## src/rtl/rem_stream_stage.sv

```systemverilog
// Registered valid/ready wrapper around the combinational sign-magnitude remainder core,
// with a small result FIFO and a saturating divide-by-zero counter.

module rem (
  input  logic [2:0] num,
  input  logic [2:0] den,
  output logic [2:0] rem,
  output logic       divbyzero
);
  always_comb begin
    divbyzero = (den[1:0] == 2'b00);
    rem       = {num[2], divbyzero ? 2'b00 : (num[1:0] % den[1:0])};
  end
endmodule

module rem_stream_stage #(
  parameter int DEPTH     = 2,
  parameter int ERR_CNT_W = 4
) (
  input  logic                       clk,
  input  logic                       rst,
  input  logic                       in_valid,
  output logic                       in_ready,
  input  logic [2:0]                 in_num,
  input  logic [2:0]                 in_den,
  output logic                       out_valid,
  input  logic                       out_ready,
  output logic [2:0]                 out_rem,
  output logic                       out_divbyzero,
  output logic [ERR_CNT_W-1:0]       err_count,
  output logic [$clog2(DEPTH):0]     occupancy
);
  localparam int PTR_W = $clog2(DEPTH);
  localparam int CNT_W = PTR_W + 1;
  localparam logic [CNT_W-1:0] FULL_CNT = CNT_W'(DEPTH);

  logic             s1_valid;
  logic [2:0]       s1_num;
  logic [2:0]       s1_den;
  logic [2:0]       core_rem;
  logic             core_dbz;

  logic [2:0]       mem_rem [DEPTH];
  logic             mem_dbz [DEPTH];
  logic [PTR_W-1:0] wr_ptr;
  logic [PTR_W-1:0] rd_ptr;
  logic [CNT_W-1:0] count;

  logic full;
  logic empty;
  logic pop;
  logic wr_ok;
  logic push;
  logic accept;

  rem u_rem (
    .num       (s1_num),
    .den       (s1_den),
    .rem       (core_rem),
    .divbyzero (core_dbz)
  );

  // The ready path is combinational through out_ready so a full FIFO still
  // streams at one result per cycle when the consumer is draining.
  always_comb begin
    full      = (count == FULL_CNT);
    empty     = (count == '0);
    out_valid = !empty;
    pop       = out_valid && out_ready;
    wr_ok     = !full || pop;
    push      = s1_valid && wr_ok;
    in_ready  = !s1_valid || wr_ok;
    accept    = in_valid && in_ready;
  end

  always_ff @(posedge clk) begin
    if (rst) begin
      s1_valid <= 1'b0;
    end else if (accept) begin
      s1_valid <= 1'b1;
    end else if (push) begin
      s1_valid <= 1'b0;
    end
  end

  // NOTE: data-only registers (operand reg and FIFO storage) carry no reset;
  // their valid/count qualifiers are reset, so stale contents are never observed.
  always_ff @(posedge clk) begin
    if (accept) begin
      s1_num <= in_num;
      s1_den <= in_den;
    end
    if (push) begin
      mem_rem[wr_ptr] <= core_rem;
      mem_dbz[wr_ptr] <= core_dbz;
    end
  end

  always_ff @(posedge clk) begin
    if (rst) begin
      wr_ptr    <= '0;
      rd_ptr    <= '0;
      count     <= '0;
      err_count <= '0;
    end else begin
      if (push) wr_ptr <= wr_ptr + 1'b1;
      if (pop)  rd_ptr <= rd_ptr + 1'b1;
      if (push && !pop)      count <= count + 1'b1;
      else if (pop && !push) count <= count - 1'b1;
      if (push && core_dbz && (err_count != '1)) err_count <= err_count + 1'b1;
    end
  end

  always_comb begin
    out_rem       = empty ? 3'b000 : mem_rem[rd_ptr];
    out_divbyzero = empty ? 1'b0   : mem_dbz[rd_ptr];
    occupancy     = count;
  end
endmodule

```

## config.mk

```make
export PLATFORM = sky130hd
export DESIGN_NAME = rem_stream_stage
export DESIGN_NICKNAME = d
export VERILOG_FILES = /design/src/rtl/rem_stream_stage.sv
export SDC_FILE = /design/constraint.sdc
export NUM_CORES = 1
export LEC_CHECK = 0
export BUFFER_PORTS_ARGS = -buffer_cell sky130_fd_sc_hd__clkbuf_2
export CORE_MARGIN = 5
export CORE_UTILIZATION = 57
export CTS_CLUSTER_DIAMETER = 120
export CTS_CLUSTER_SIZE = 12
export DETAILED_ROUTE_END_ITERATION = 8
export PLACE_DENSITY = 0.93
export SETUP_SLACK_MARGIN = 0.1
export SLEW_MARGIN = 20
export SYNTH_ARGS = -nofsm -noshare
export SYNTH_HDL_FRONTEND = slang
export SYNTH_SLANG_ARGS = --single-unit
```

## constraint.sdc

```tcl
create_clock -name clk -period 3.3 [get_ports clk]
set_input_delay 0 -clock clk [delete_from_list [all_inputs] [get_ports clk]]
set_output_delay 0 -clock clk [all_outputs]
set_load 0.1 [all_outputs]
```

# Yosys cells after proc, flatten, opt, wreduce, memory -nomap -nowiden
# Memory sizes are Yosys's and may differ from the RTL's. A register that Yosys moved wholly into a read port is not among the register bits.
# Cells that the tools add are included.
# op_classes
div,1
addsub,5
mux,13
n_eq_ne,2
n_reduce_logical,18
# ops
cell,count
$mux 1,9
$logic_and 1x1->1,7
$mux 2,3
$logic_not 1->1,5
$add 4x1->4 const B,1
$logic_not 2->1,2
$ne 4x4->1 const B,1
$reduce_bool 2->1,2
$mux 3,1
$add 1x1->1 const B,2
$add 2x1->2 const B,1
$eq 2x2->1 const B,1
$logic_or 1x1->1,2
$mod 2x2->2,1
$sub 2x1->2 const B,1
# totals
ff_bits,14
wordCells,48
n_memories,2
ram_bits,8
# mem_list
name,words,width,read_ports,rd_ports_with_merged_regs,write_ports,line_no,text
mem_rem,2,3,1,1,1,43,logic [2:0] mem_rem [DEPTH];
mem_dbz,2,1,1,1,1,44,logic mem_dbz [DEPTH];

# Depth between registers and ports, before layout
# Gate-level depths: netlist of run 1.
# logic_depth
ltp_word,9
ltp_mapped,8

# Modules after synthesis
# A second synthesis of run 1 with hierarchy kept.
# hier_totals
cells_unflattened,95
hier_area_um2,1131.1
# modules_own_cells
module,area_each_um2,n_inst,cells_each
rem_stream_stage,982.2,1,75
rem,148.9,1,20

# Least setup slack after synthesis of run 1
# No wires, ideal clock.
# synth_path
path_kind,flip-flop to flip-flop
startpoint,"register count[1], in the netlist occupancy[1]"
endpoint,"register s1_den[0], enable pin"
t_arrival_ns,2.513
stages_incl_launch_ff,4
required_ns,3.035
setup_slack_ns,0.521
path_buffers,0
path_cell_list,dfxtp_1 > nor3b_2 > nand2_1 > and2_1
# synth_between
elab_chain_cells,6
# synth_lines
item,line_no,text
start: declaration,47,logic [CNT_W-1:0] count;
start signal: assignment,108,if (push && !pop) count <= count + 1'b1;
start signal: assignment,109,else if (pop && !push) count <= count - 1'b1;
$logic_not 2->1,67,empty = (count == '0);
$logic_not 1->1,68,out_valid = !empty;
$logic_and 1x1->1,69,pop = out_valid && out_ready;
$logic_or 1x1->1 *,70,wr_ok = !full || pop;
$logic_or 1x1->1 *,72,in_ready = !s1_valid || wr_ok;
via in_ready,23,"output logic in_ready,"
$logic_and 1x1->1 *,73,accept = in_valid && in_ready;
via accept,54,logic accept;
end signal: assignment,91,s1_den <= in_den;
end: declaration,39,logic [2:0] s1_den;
# Mark *: on every way through the listed nets, which the timed path passes. The rest lies on a longest branch.
# A chain may end at the register's enable or synchronous reset.

# Worst setup path after layout of run 1
# layout_path
startpoint,register s1_den[0]
endpoint,"memory mem_rem[0][1], data pin"
# layout_between
elab_chain_cells,2
# layout_lines
item,line_no,text
$mod 2x2->2 / $logic_not 2->1 (equally long branches),"12, 11",
$mux 2 *,12,"rem = {num[2], divbyzero ? 2'b00 : (num[1:0] % den[1:0])};"
via core_rem[1],40,logic [2:0] core_rem;
end: declaration,43,
# Marked as above.

==> results by group, run 1 <==
Status
  – Status: finished, final reports clean

Final layout
  – Layout cells sized above 1: between 20% and 30%
  – Final cell count without fillers: 148
  – Net count, final: 140
  – Finished Cell Area: roughly 1300 sq um
  – Area growth syn-to-layout: 19.36%
  – N_diodes: 0

Detailed routing
  – Drt initial violations: 28
  – Metal3 WL: between 100 and 150 microns
  – DR top layer: met4
  – Vias per inst: approximately 5.4
  – Residual DRC count: 0
  – Detailed Route WL: 2105 microns
  – DR WL met2: 1026 microns
  – Drt wl/cell: approximately 14 microns
  – ANT nets after route: 0
  – M1 WL: between 800 and 900 microns
  – Pre-antenna DRT Iters: 4
  – Via count: 804

Placed design
  – # placed instances: around 140
  – Count of buffers from port buffering: 20
  – Placement-stage cell area: between 1000 and 1500 sq um
  – RD Place Congestion: between 0.8 and 0.9
  – Dpl hpwl: ~1300 microns

Flow run
  – Max-capacitance violation count: 0

Critical path
  – CP Buf/Inv Count: 1
  – Arr. time, crit path: 2.30 ns
  – Req. time, crit path: between 3 and 4 ns
  – CP peak stage delay: around 0.46 ns
  – Max stage delay cell, worst path: edfxtp_1
  – Setup CP Type: flop to flop
  – Setup crit end kind: flop
  – CP top delay family: compound AO/OA/AOI/OAI gates
  – CP cell instances: inv_1 > ha_1 > nor2b_1 > a2bb2oi_1 > ha_1 > a21oi_1 > o221ai_1 > a21oi_1
  – Max FO, Critical Path: 4
  – CP startpoint kind: flop

Synthesis
  – Most frequent cells after synthesis: edfxtp_1, nor2_1, dfxtp_1
  – Dominant cell type by area after synthesis: edfxtp_1
  – Post-synth EDFFs: 13
  – Ys flop type: edfxtp_1
  – #FFs+latches synth: 23
  – Top post-synthesis cells by area: edfxtp_1, dfxtp_1, ha_1, mux2i_1, nor2_1
  – Warnings, synthesis: 0
  – Syn nets: 110
  – Post-synthesis sequential area ratio: a little over half
  – Mapped cell area: about 1100 sq um
  – Fraction of registers with async set/reset: 0%
  – Synth Area per Inst: about 12 sq um
  – Mapped Cells: 94
  – Post-synth top area share: a little over a third
  – Netlist cell types: 35

Clock tree
  – Post-CTS setup buffer count: 0
  – Root buf cell: clkbuf_4
  – CTS buffer count: 3
  – CTS clk-pin slew, worst paths: between 0.1 and 0.15 ns
  – CTS tree: built
  – Clock insertion delay at the later pin of the skew report: approximately 0.31 ns
  – Clock sinks: 23
  – Clock Path Buffers: 2
  – H-Tree Depth: 1

Timing
  – Slew Limit Fails: 0
  – Final Cycle Share: about two thirds
  – Fmax: 0.4651 GHz
  – Worst slew pin tran: roughly 0.7 ns
  – Minimum clock period: between 2 and 2.5 ns
  – RSZ-0062 raised after global routing: no
  – Skew final: around 0.0010 ns
  – Slew HR: 53.05%
  – Final setup violating endpoints: 0
  – Endpoints failing hold: 0
  – Setup_tns: 0 ns

Die
  – Die height: approximately 54 microns
  – Io pins: 22
  – Die width: 53.90 microns
  – # rows: 15
  – Die footprint: 2905 sq um
  – Core area: 1783 sq um
  – Initial Utilization: between 60% and 70%

Global routing
  – Overflow after GRT: 0
  – Vias in the first global route: slightly above 800
  – GRT Total Usage: about 18%
  – Initial antenna violation count: 0
  – Pin count of the biggest net entering global routing: 14
  – First-pass GRT wire length: 3636 microns

Power
  – Leakage Power: roughly 0.56 nW
  – Peak VDD IR: 0.5269 mV
  – Pwr dens: 757.3 nW/um^2

Min path
  – Type of the most critical hold path: primary input to flop
-- power by group --
part / switching, W / internal (W)
Combinational: 0.000387 / 0.0000992
Clock: 0.0000835 / 0.0000453
Sequential: 0.0000367 / 0.000341
-- cell families after synthesis --
family                   synth area share, %
XOR/XNOR                               2.392
AO/OA/AOI/OAI                          9.796
AND/OR/NAND/NOR                        17.43
flip-flops                             53.76
adder cells (fa/ha/maj)                7.517
buffers and inverters                  3.530
multiplexers                           5.581
-- per-layer routing --
layer / global-route usage (%) / vias to the layer above
met5: 0 / -
met4: 11.91 / 0
met3: 3.878 / 12
met2: 29.23 / 34
met1: 20.74 / 363
li1: - / 395
-- final cells by class --
| type | count | area (sq um) |
|---|---|---|
| Sequential cell | 23 | 590.6 |
| Fill cell | 117 | 471.7 |
| Clock buffer | 3 | 22.52 |
| Clock inverter | 1 | 5.005 |
| Inverter | 6 | 22.52 |
| Timing Repair Buffer | 27 | 170.2 |
| Tap cell | 25 | 31.28 |
| Multi-Input combinational cell | 63 | 469.2 |
-- what timing repair did --
item                                   4_1_cts  5_1_grt
hold buffers                                 7        0
endpoints found under the hold margin        7        0
gates resized for setup                      0        0
-- worst min-delay path: stages --
cell and delay, ns:
clkbuf_2 0.11, nor3b_2 0.07, a21oi_1 0.15, nor2_1 0.05
-- path summary, 6_finish.rpt --
check	start	endpoint	slack [ns]	depth (start not counted)
setup / recovery	s1_den[0]	mem_rem[0][1]	1.15	8
hold / removal	out_ready	s1_valid	0.11	4
setup reg to reg	s1_den[0]	mem_rem[0][1]	1.15	8
hold reg to reg	s1_num[2]	mem_rem[1][2]	0.48	0
-- cell usage in the layout (no fill, tap or decap), types with 2 or more instances in the layout --
cell            n
ha_1            5
a311oi_1        2
dlygate4sd3_1   7
and3_2          2
edfxtp_1       13
clkbuf_4        3
mux2i_1         5
nor2b_1         3
nand2b_1        3
a21oi_1         4
inv_1           6
nor2_1         13
dfxtp_1        10
xor2_1          3
or3b_1          2
clkbuf_2       20
a41oi_1         2
-- registers in the layout (all words and copies together), names as in the netlist, named ones only --
signal     count
err_count      4
mem_dbz        2
mem_rem        6
occupancy      2
rd_ptr         1
s1_den         2
s1_num         3
s1_valid       1
wr_ptr         1
-- per-stage QoR --
step                      setup slack, ns   power, W  utilization, %  hold slack [ns]
after floorplan                    0.5214  0.0007964               -          0.09887
after global placement              1.346  0.0008531           68.07           0.1765
after detailed placement            1.230  0.0008649           68.07           0.1786
after CTS                           1.193  0.0009936           73.54          0.09590
after global routing               0.9349   0.001046           73.54           0.1473
final                               1.150  0.0009930           73.54           0.1084
(Power assumes the default switching activity.)
==> inputs of run 2 (changes only) <==
--- a/config.mk
+++ b/config.mk
@@ -7,11 +7,11 @@
 export LEC_CHECK = 0
 export BUFFER_PORTS_ARGS = -buffer_cell sky130_fd_sc_hd__clkbuf_2
 export CORE_MARGIN = 5
-export CORE_UTILIZATION = 57
+export CORE_UTILIZATION = 53
 export CTS_CLUSTER_DIAMETER = 120
 export CTS_CLUSTER_SIZE = 12
 export DETAILED_ROUTE_END_ITERATION = 8
-export PLACE_DENSITY = 0.93
+export PLACE_DENSITY = 0.88
 export SETUP_SLACK_MARGIN = 0.1
 export SLEW_MARGIN = 20
 export SYNTH_ARGS = -nofsm -noshare
==> constraint.sdc (replaced) <==
create_clock -name clk -period 2.23 [get_ports clk]
set_input_delay 0 -clock clk [delete_from_list [all_inputs] [get_ports clk]]
set_output_delay 0 -clock clk [all_outputs]
set_load 0.1 [all_outputs]
==> run 2 against run 1 <==
Count of clock-buffer cells in the layout up 1. Hold slack worse by 0.0084 ns. Via count down 2.4%. Maximum frequency up 7.2%. Setup slack worse by 0.93 ns. First-iteration DRC count down 54%. Sequential share of layout area down 1.1 points. Die area up 6.1%. Combinational power up 55%. Critical path depth down 1. Sequential power up 49%. Clock skew up 0.011 ns. Critical path type unchanged. Largest cell class unchanged.
==> results by group, run 2 (synthesis gave the netlist of run 1 again) <==
Status
  – Status: finished, final reports clean

Critical path
  – CP cell instances: ha_1 > nor2b_1 > a2bb2oi_2 > fa_1 > a21oi_1 > o221ai_1 > a21oi_2
  – Max FO, Critical Path: 3 (-1)
  – Arr. time, crit path: 2.17 ns (-0.13 ns)
  – CP top delay family: adder cells
  – R2r startpoint: s1_num[1]
  – Setup CP Type: flop to flop
  – Max stage delay cell, worst path: fa_1
  – CP peak stage delay: 0.44 ns (-0.02 ns)
  – Worst R2R Path Depth: 7 (-1)
  – Req. time, crit path: 2.40 ns (-1.05 ns)
  – RR Endpoint: mem_rem[1][1]
  – CP Buf/Inv Count: 0 (-1)
  – CP startpoint kind: flop
  – Reg2reg setup slack: 0.22 ns (-0.93 ns)
  – Setup crit end kind: flop

Clock tree
  – Clock insertion delay at the later pin of the skew report: 0.32 ns (about the same)
  – CTS tree: built
  – Root buf cell: clkbuf_4
  – H-Tree Depth: 1 (unchanged)
  – CTS clk-pin slew, worst paths: 0.11 ns (about the same)
  – Clock sinks: 23 (unchanged)
  – Clock Path Buffers: 2 (unchanged)
  – CTS buffer count: 3 (unchanged)

Detailed routing
  – Drt wl/cell: 13.61 microns (-4.3%)
  – Vias per inst: 5.164 (-4.9%)
  – ANT nets after route: 0 (unchanged)
  – Metal3 WL: 113 microns (unchanged)
  – Residual DRC count: 0 (unchanged)
  – DR top layer: met4
  – Drt initial violations: 13 (-54%)
  – M1 WL: 810 microns (-5.7%)
  – Via count: 785 (-2.4%)
  – Detailed Route WL: 2068 microns (-1.8%)
  – Pre-antenna DRT Iters: 4 (unchanged)
  – DR WL met2: 1105 microns (+7.7%)

Timing
  – Fmax: 0.4985 GHz (+7.2%)
  – Worst slew pin tran: 0.6883 ns (-0.01447 ns)
  – Final setup violating endpoints: 0 (unchanged)
  – Setup_tns: 0 ns (unchanged)
  – Setup ws final: 0.2240 ns (-0.9258 ns)
  – Minimum clock period: 2.006 ns (-0.1442 ns)
  – RSZ-0062 raised after global routing: no
  – Slew HR: 54.01% (+0.97 points)
  – Slew Limit Fails: 0 (unchanged)
  – Skew final: 0.01232 ns (+0.01130 ns)
  – Endpoints failing hold: 0 (unchanged)
  – Final Cycle Share: 89.95% (+25 points)

Global routing
  – First-pass GRT wire length: 3581 microns (-1.5%)
  – Overflow after GRT: 0 (unchanged)
  – Pin count of the biggest net entering global routing: 13 (-1)
  – Vias in the first global route: 800 (-2.3%)
  – Initial antenna violation count: 0 (unchanged)
  – GRT Total Usage: 14.85% (-3.0 points)

Min path
  – Hold depth: 4 (unchanged)
  – Origin of the worst min-delay path: out_ready
  – Type of the most critical hold path: primary input to flop
  – Hold EP: s1_valid

Final layout
  – Layout cells sized above 1: 32.00% (+7.6 points)
  – Area growth syn-to-layout: 23.35%
  – Top reg by flops: mem_rem
  – Multi-input gate area: 491.7 sq um (+4.8%)
  – Registers with the most flip-flops: mem_rem (6), err_count (4), s1_num (3)
  – Max reg flops: 6 (unchanged)
  – Most frequent cells in the layout: clkbuf_2, edfxtp_1, nor2_1, dfxtp_1, dlygate4sd3_1
  – Reg area: 595.6 sq um (+0.85%)
  – Net count, final: 142 (+1.4%)
  – Commonest non-fill, non-tap cell in the layout: clkbuf_2
  – Final Util: 69.07% (-4.5 points)
  – Fill cell count: 155 (+32%)
  – N_diodes: 0 (unchanged)

Placed design
  – RD Place Congestion: 0.8274 (-0.28%)
  – Count of buffers from port buffering: 20 (unchanged)
  – DP Worst Slack: 0.1381 ns (-1.092 ns)
  – Dpl hpwl: 1467 microns (+12%)

Die
  – Io pins: 22 (unchanged)
  – Die height: 55.53 microns (+3.0%)
  – Core area: 1962 sq um (+10%)
  – # rows: 16 (+1)
  – Die width: 55.53 microns (+3.0%)
  – Initial Utilization: 55.99% (-5.6 points)
  – Die footprint: 3083 sq um (+6.1%)

Power
  – Leakage Power: 0.5688 nW (+1.7%)
  – Peak VDD IR: 0.7052 mV (+34%)
  – Final Total Pwr: 0.001510 W (+52%)
  – Pwr dens: 1114 nW/um^2 (+47%)

Flow run
  – Max-capacitance violation count: 0 (unchanged)
[run 2: cell count changes in the layout (fill, tap and decap cells not counted), moves of 2 or more]
cell / before / now
nor2_1: 13 / 9
nor2_2: 0 / 4
dfxtp_1: 10 / 8
buf_4: 0 / 2
[run 2: repair_timing]
item	CTS	global route
gates resized for setup	0	2
hold buffers	7	0
buffers inserted	0	2
setup endpoints to repair	0	4
hold endpoints to repair	8	0
[run 2: layout make-up]
class / instances / area share (%)
timing repair buffer: 29 / 13.67
sequential: 23 / 43.95
inverter: 6 / 1.662
tap: 27 / 2.493
clock buffer: 4 / 1.939
multi-input combinational: 63 / 36.29
[run 2: how the worst max path moves through the flow]
| stage | slack (ns) | from | to | cells past startpoint |
|---|---|---|---|---|
| final | 0.22 | s1_num[1] | mem_rem[1][1] | 7 |
| after global routing | 0.12 | s1_num[1] | mem_rem[1][1] | 7 |
| after CTS | 0.11 | s1_den[0] | mem_rem[1][1] | 8 |
| after detailed placement | 0.14 | s1_den[0] | mem_rem[1][1] | 8 |
| after global placement | 0.27 | s1_den[0] | mem_rem[1][1] | 8 |
| after floorplan | 0.18 | occupancy[0] | occupancy[1] | 5 |
[run 2: routing by layer]
layer | global-route usage, % | vias up
met3 | 3.497 | 5
met2 | 27.87 | 19
li1 | - | 396
met4 | 5.208 | 0
met5 | 0 | -
met1 | 15.98 | 365
[run 2: tightest hold or removal path, delay by kind of cell]
family	cells	cell delay [ns]
AOI/OAI and AO/OA	1	0.14
buffers and inverters	1	0.11
and+or+nand+nor	2	0.12
[run 2: report_power, final]
| group | total (W) | switching [W] | internal (W) |
|---|---|---|---|
| Combinational | 0.000753 | 0.000593 | 0.000160 |
| Clock | 0.000193 | 0.000123 | 0.0000700 |
| Sequential | 0.000563 | 0.0000525 | 0.000511 |
[run 2: metrics by stage]
step	std cells	instance area (sq um)	hold WS [ns]
5_1_grt	152	1355	0.1288
3_3_place_gp	139	1234	0.1763
4_1_cts	150	1330	0.1039
3_5_place_dp	139	1234	0.1786
2_1_floorplan	94	1116	0.09887
6_report	152	1355	0.1000
==> inputs of run 3 (changes only) <==
--- a/config.mk
+++ b/config.mk
@@ -6,14 +6,16 @@
 export NUM_CORES = 1
 export LEC_CHECK = 0
 export BUFFER_PORTS_ARGS = -buffer_cell sky130_fd_sc_hd__clkbuf_2
+export CORE_ASPECT_RATIO = 0.6
 export CORE_MARGIN = 5
-export CORE_UTILIZATION = 53
+export CORE_UTILIZATION = 50
 export CTS_CLUSTER_DIAMETER = 120
 export CTS_CLUSTER_SIZE = 12
 export DETAILED_ROUTE_END_ITERATION = 8
-export PLACE_DENSITY = 0.88
+export PLACE_DENSITY = 0.84
 export SETUP_SLACK_MARGIN = 0.1
 export SLEW_MARGIN = 20
 export SYNTH_ARGS = -nofsm -noshare
 export SYNTH_HDL_FRONTEND = slang
+export SYNTH_HIERARCHICAL = 1
 export SYNTH_SLANG_ARGS = --single-unit
==> run 3 against run 2 <==
Hold slack worse by 0.061 ns. Maximum frequency down 0.28%. Critical path depth unchanged. Sequential power about the same. Largest cell class unchanged.
==> results by group, run 3 <==
Global routing
  – Initial antenna violation count: 0 (unchanged)
  – Pin count of the biggest net entering global routing: 14 (+1)
  – GRT Total Usage: 14.13% (-0.72 points)
  – Overflow after GRT: 0 (unchanged)
  – Vias in the first global route: 802 (+0.25%)
  – First-pass GRT wire length: 3546 microns (-0.98%)

Die
  – Core area: 2131 sq um (+8.6%)
  – # rows: 13 (-3)
  – Die height: 46.35 microns (-17%)
  – Initial Utilization: 51.67% (-4.3 points)
  – Io pins: 22 (unchanged)
  – Die width: 70.58 microns (+27%)
  – Die footprint: 3271 sq um (+6.1%)

Detailed routing
  – ANT nets after route: 0 (unchanged)
  – Drt wl/cell: 13.57 microns (-0.28%)
  – Pre-antenna DRT Iters: 4 (unchanged)
  – Via count: 792 (+0.89%)
  – Drt initial violations: 8 (-5)
  – Vias per inst: 5.110 (-1.1%)
  – Detailed Route WL: 2103 microns (+1.7%)
  – Residual DRC count: 0 (unchanged)

Power
  – Final Total Pwr: 0.001575 W (+4.3%)
  – Pwr dens: 1139 nW/um^2 (+2.3%)
  – Peak VDD IR: 0.5297 mV (-25%)
  – Leakage Power: 0.5752 nW (+1.1%)

Final layout
  – Area growth syn-to-layout: 25.57%
  – N_diodes: 0 (unchanged)
  – Registers with the most flip-flops: mem_rem (6), err_count (4), s1_num (3)
  – Max reg flops: 6 (unchanged)
  – Most frequent cells in the layout: clkbuf_2, edfxtp_1, nor2_1, dfxtp_1
  – Final cell count without fillers: 155 (+2.0%)
  – Finished Cell Area: 1383 sq um (+2.0%)
  – Layout cells sized above 1: 30.40% (-1.6 points)
  – Net count, final: 142 (unchanged)
  – Top reg by flops: mem_rem
  – Final Util: 64.89% (-4.2 points)
  – Commonest non-fill, non-tap cell in the layout: clkbuf_2

Clock tree
  – Root buf cell: clkbuf_8
  – CTS buffer count: 3 (unchanged)
  – CTS tree: built
  – Clock sinks: 23 (unchanged)
  – CTS clk-pin slew, worst paths: 0.08 ns (-0.03 ns)
  – Clock insertion delay at the later pin of the skew report: 0.27 ns (-0.05 ns)
  – Clock Path Buffers: 2 (unchanged)
  – H-Tree Depth: 1 (unchanged)

Synthesis
  – Syn nets: 110 (unchanged)
  – Mapped Cells: 94 (unchanged)
  – Warnings, synthesis: 6 (+6)
  – Synth Area per Inst: 11.71 sq um (+0.23%)
  – Mapped cell area: 1101 sq um (+0.23%)

Timing
  – Final Cycle Share: 90.20% (+0.25 points)
  – RSZ-0062 raised after global routing: no
  – Setup_tns: 0 ns (unchanged)
  – Final setup violating endpoints: 0 (unchanged)
  – Slew Limit Fails: 0 (unchanged)
  – Slew HR: 49.64% (-4.4 points)
  – Worst slew pin tran: 0.7538 ns (+0.06547 ns)
  – Fmax: 0.4971 GHz (-0.28%)
  – Minimum clock period: 2.012 ns (+0.005565 ns)
  – Skew final: 0.007043 ns (-0.005278 ns)
  – Endpoints failing hold: 0 (unchanged)

Critical path
  – CP peak stage delay: 0.42 ns (-0.02 ns)
  – CP Buf/Inv Count: 0 (unchanged)
  – CP startpoint kind: flop
  – Setup CP Type: flop to flop
  – Req. time, crit path: 2.25 ns (-0.15 ns)
  – Arr. time, crit path: 2.03 ns (-0.14 ns)
  – CP top delay family: compound AO/OA/AOI/OAI gates
  – CP cell instances: ha_1 > a21oi_2 > a21oi_2 > fa_2 > a21oi_2 > a21oi_1 > o221a_1
  – Setup crit end kind: flop
  – Max FO, Critical Path: 3 (unchanged)
  – Max stage delay cell, worst path: edfxtp_1
  – CP dominant cell by count: a21oi_2

Status
  – Status: finished, final reports clean

Placed design
  – # placed instances: 142 (+2.2%)
  – Dpl hpwl: 1535 microns (+4.7%)
  – RD Place Congestion: 0.8588 (+3.8%)
  – Count of buffers from port buffering: 20 (unchanged)
  – Placement-stage cell area: 1244 sq um (+0.81%)

Flow run
  – Max-capacitance violation count: 0 (unchanged)

Min path
  – Type of the most critical hold path: primary input to flop
==> run 3: worst paths after layout <==
path	startpoint	end	depth (start not counted)	slack [ns]
setup / recovery	s1_num[1]	mem_rem[0][1]	7	0.22
hold / removal	rst	occupancy[0]	2	0.04
setup reg to reg	s1_num[1]	mem_rem[0][1]	7	0.22
hold reg to reg	s1_num[2]	mem_rem[1][2]	0	0.46
==> run 3: layer usage <==
layer / global-route usage, % / wire [microns] / part of all wire (%) / up-vias
li1: - / - / - / 406
met1: 17.29 / 961 / 46 / 369
met3: 4.575 / 100 / 4.8 / 2
met2: 24.35 / 1031 / 49 / 15
met5: 0 / 0 / 0 / -
met4: 4.494 / 8 / 0.38 / 0
==> run 3: per-stage QoR <==
step,hold slack (ns),worst slack (ns)
after CTS,0.02979,0.1188
after global placement,0.1764,0.2196
final,0.03916,0.2185
after detailed placement,0.1787,0.1100
after floorplan,0.09887,0.03272
after global routing,0.05268,0.1370
==> run 3: cell type report <==
cell class / instances / area [sq um]
clock buffers: 3 / 41.29
well taps: 30 / 37.54
clock inverters: 1 / 5.005
multi-input cells: 62 / 490.5
flip-flops and latches: 23 / 595.6
fillers: 152 / 748.2
repair buffers: 30 / 190.2
inverters: 6 / 22.52
==> run 3: repair_timing <==
| action | in CTS | in global routing |
|---|---|---|
| hold buffers | 6 | 0 |
| setup endpoints to repair | 0 | 2 |
| gates resized for setup | 0 | 3 |
| endpoints found under the hold margin | 6 | 0 |
| setup buffers | 0 | 3 |
==> run 3: worst register-to-register path: cells and delay by family (launching register included) <==
family	cells	cell delay [ns]
compound gates	5	0.70
fa+ha+maj	2	0.65
flops	1	0.42
==> run 3: power breakdown <==
part / internal, W / switching [W]
sequential: 0.000511 / 0.0000535
combinational: 0.000157 / 0.000595
clock: 0.000125 / 0.000133
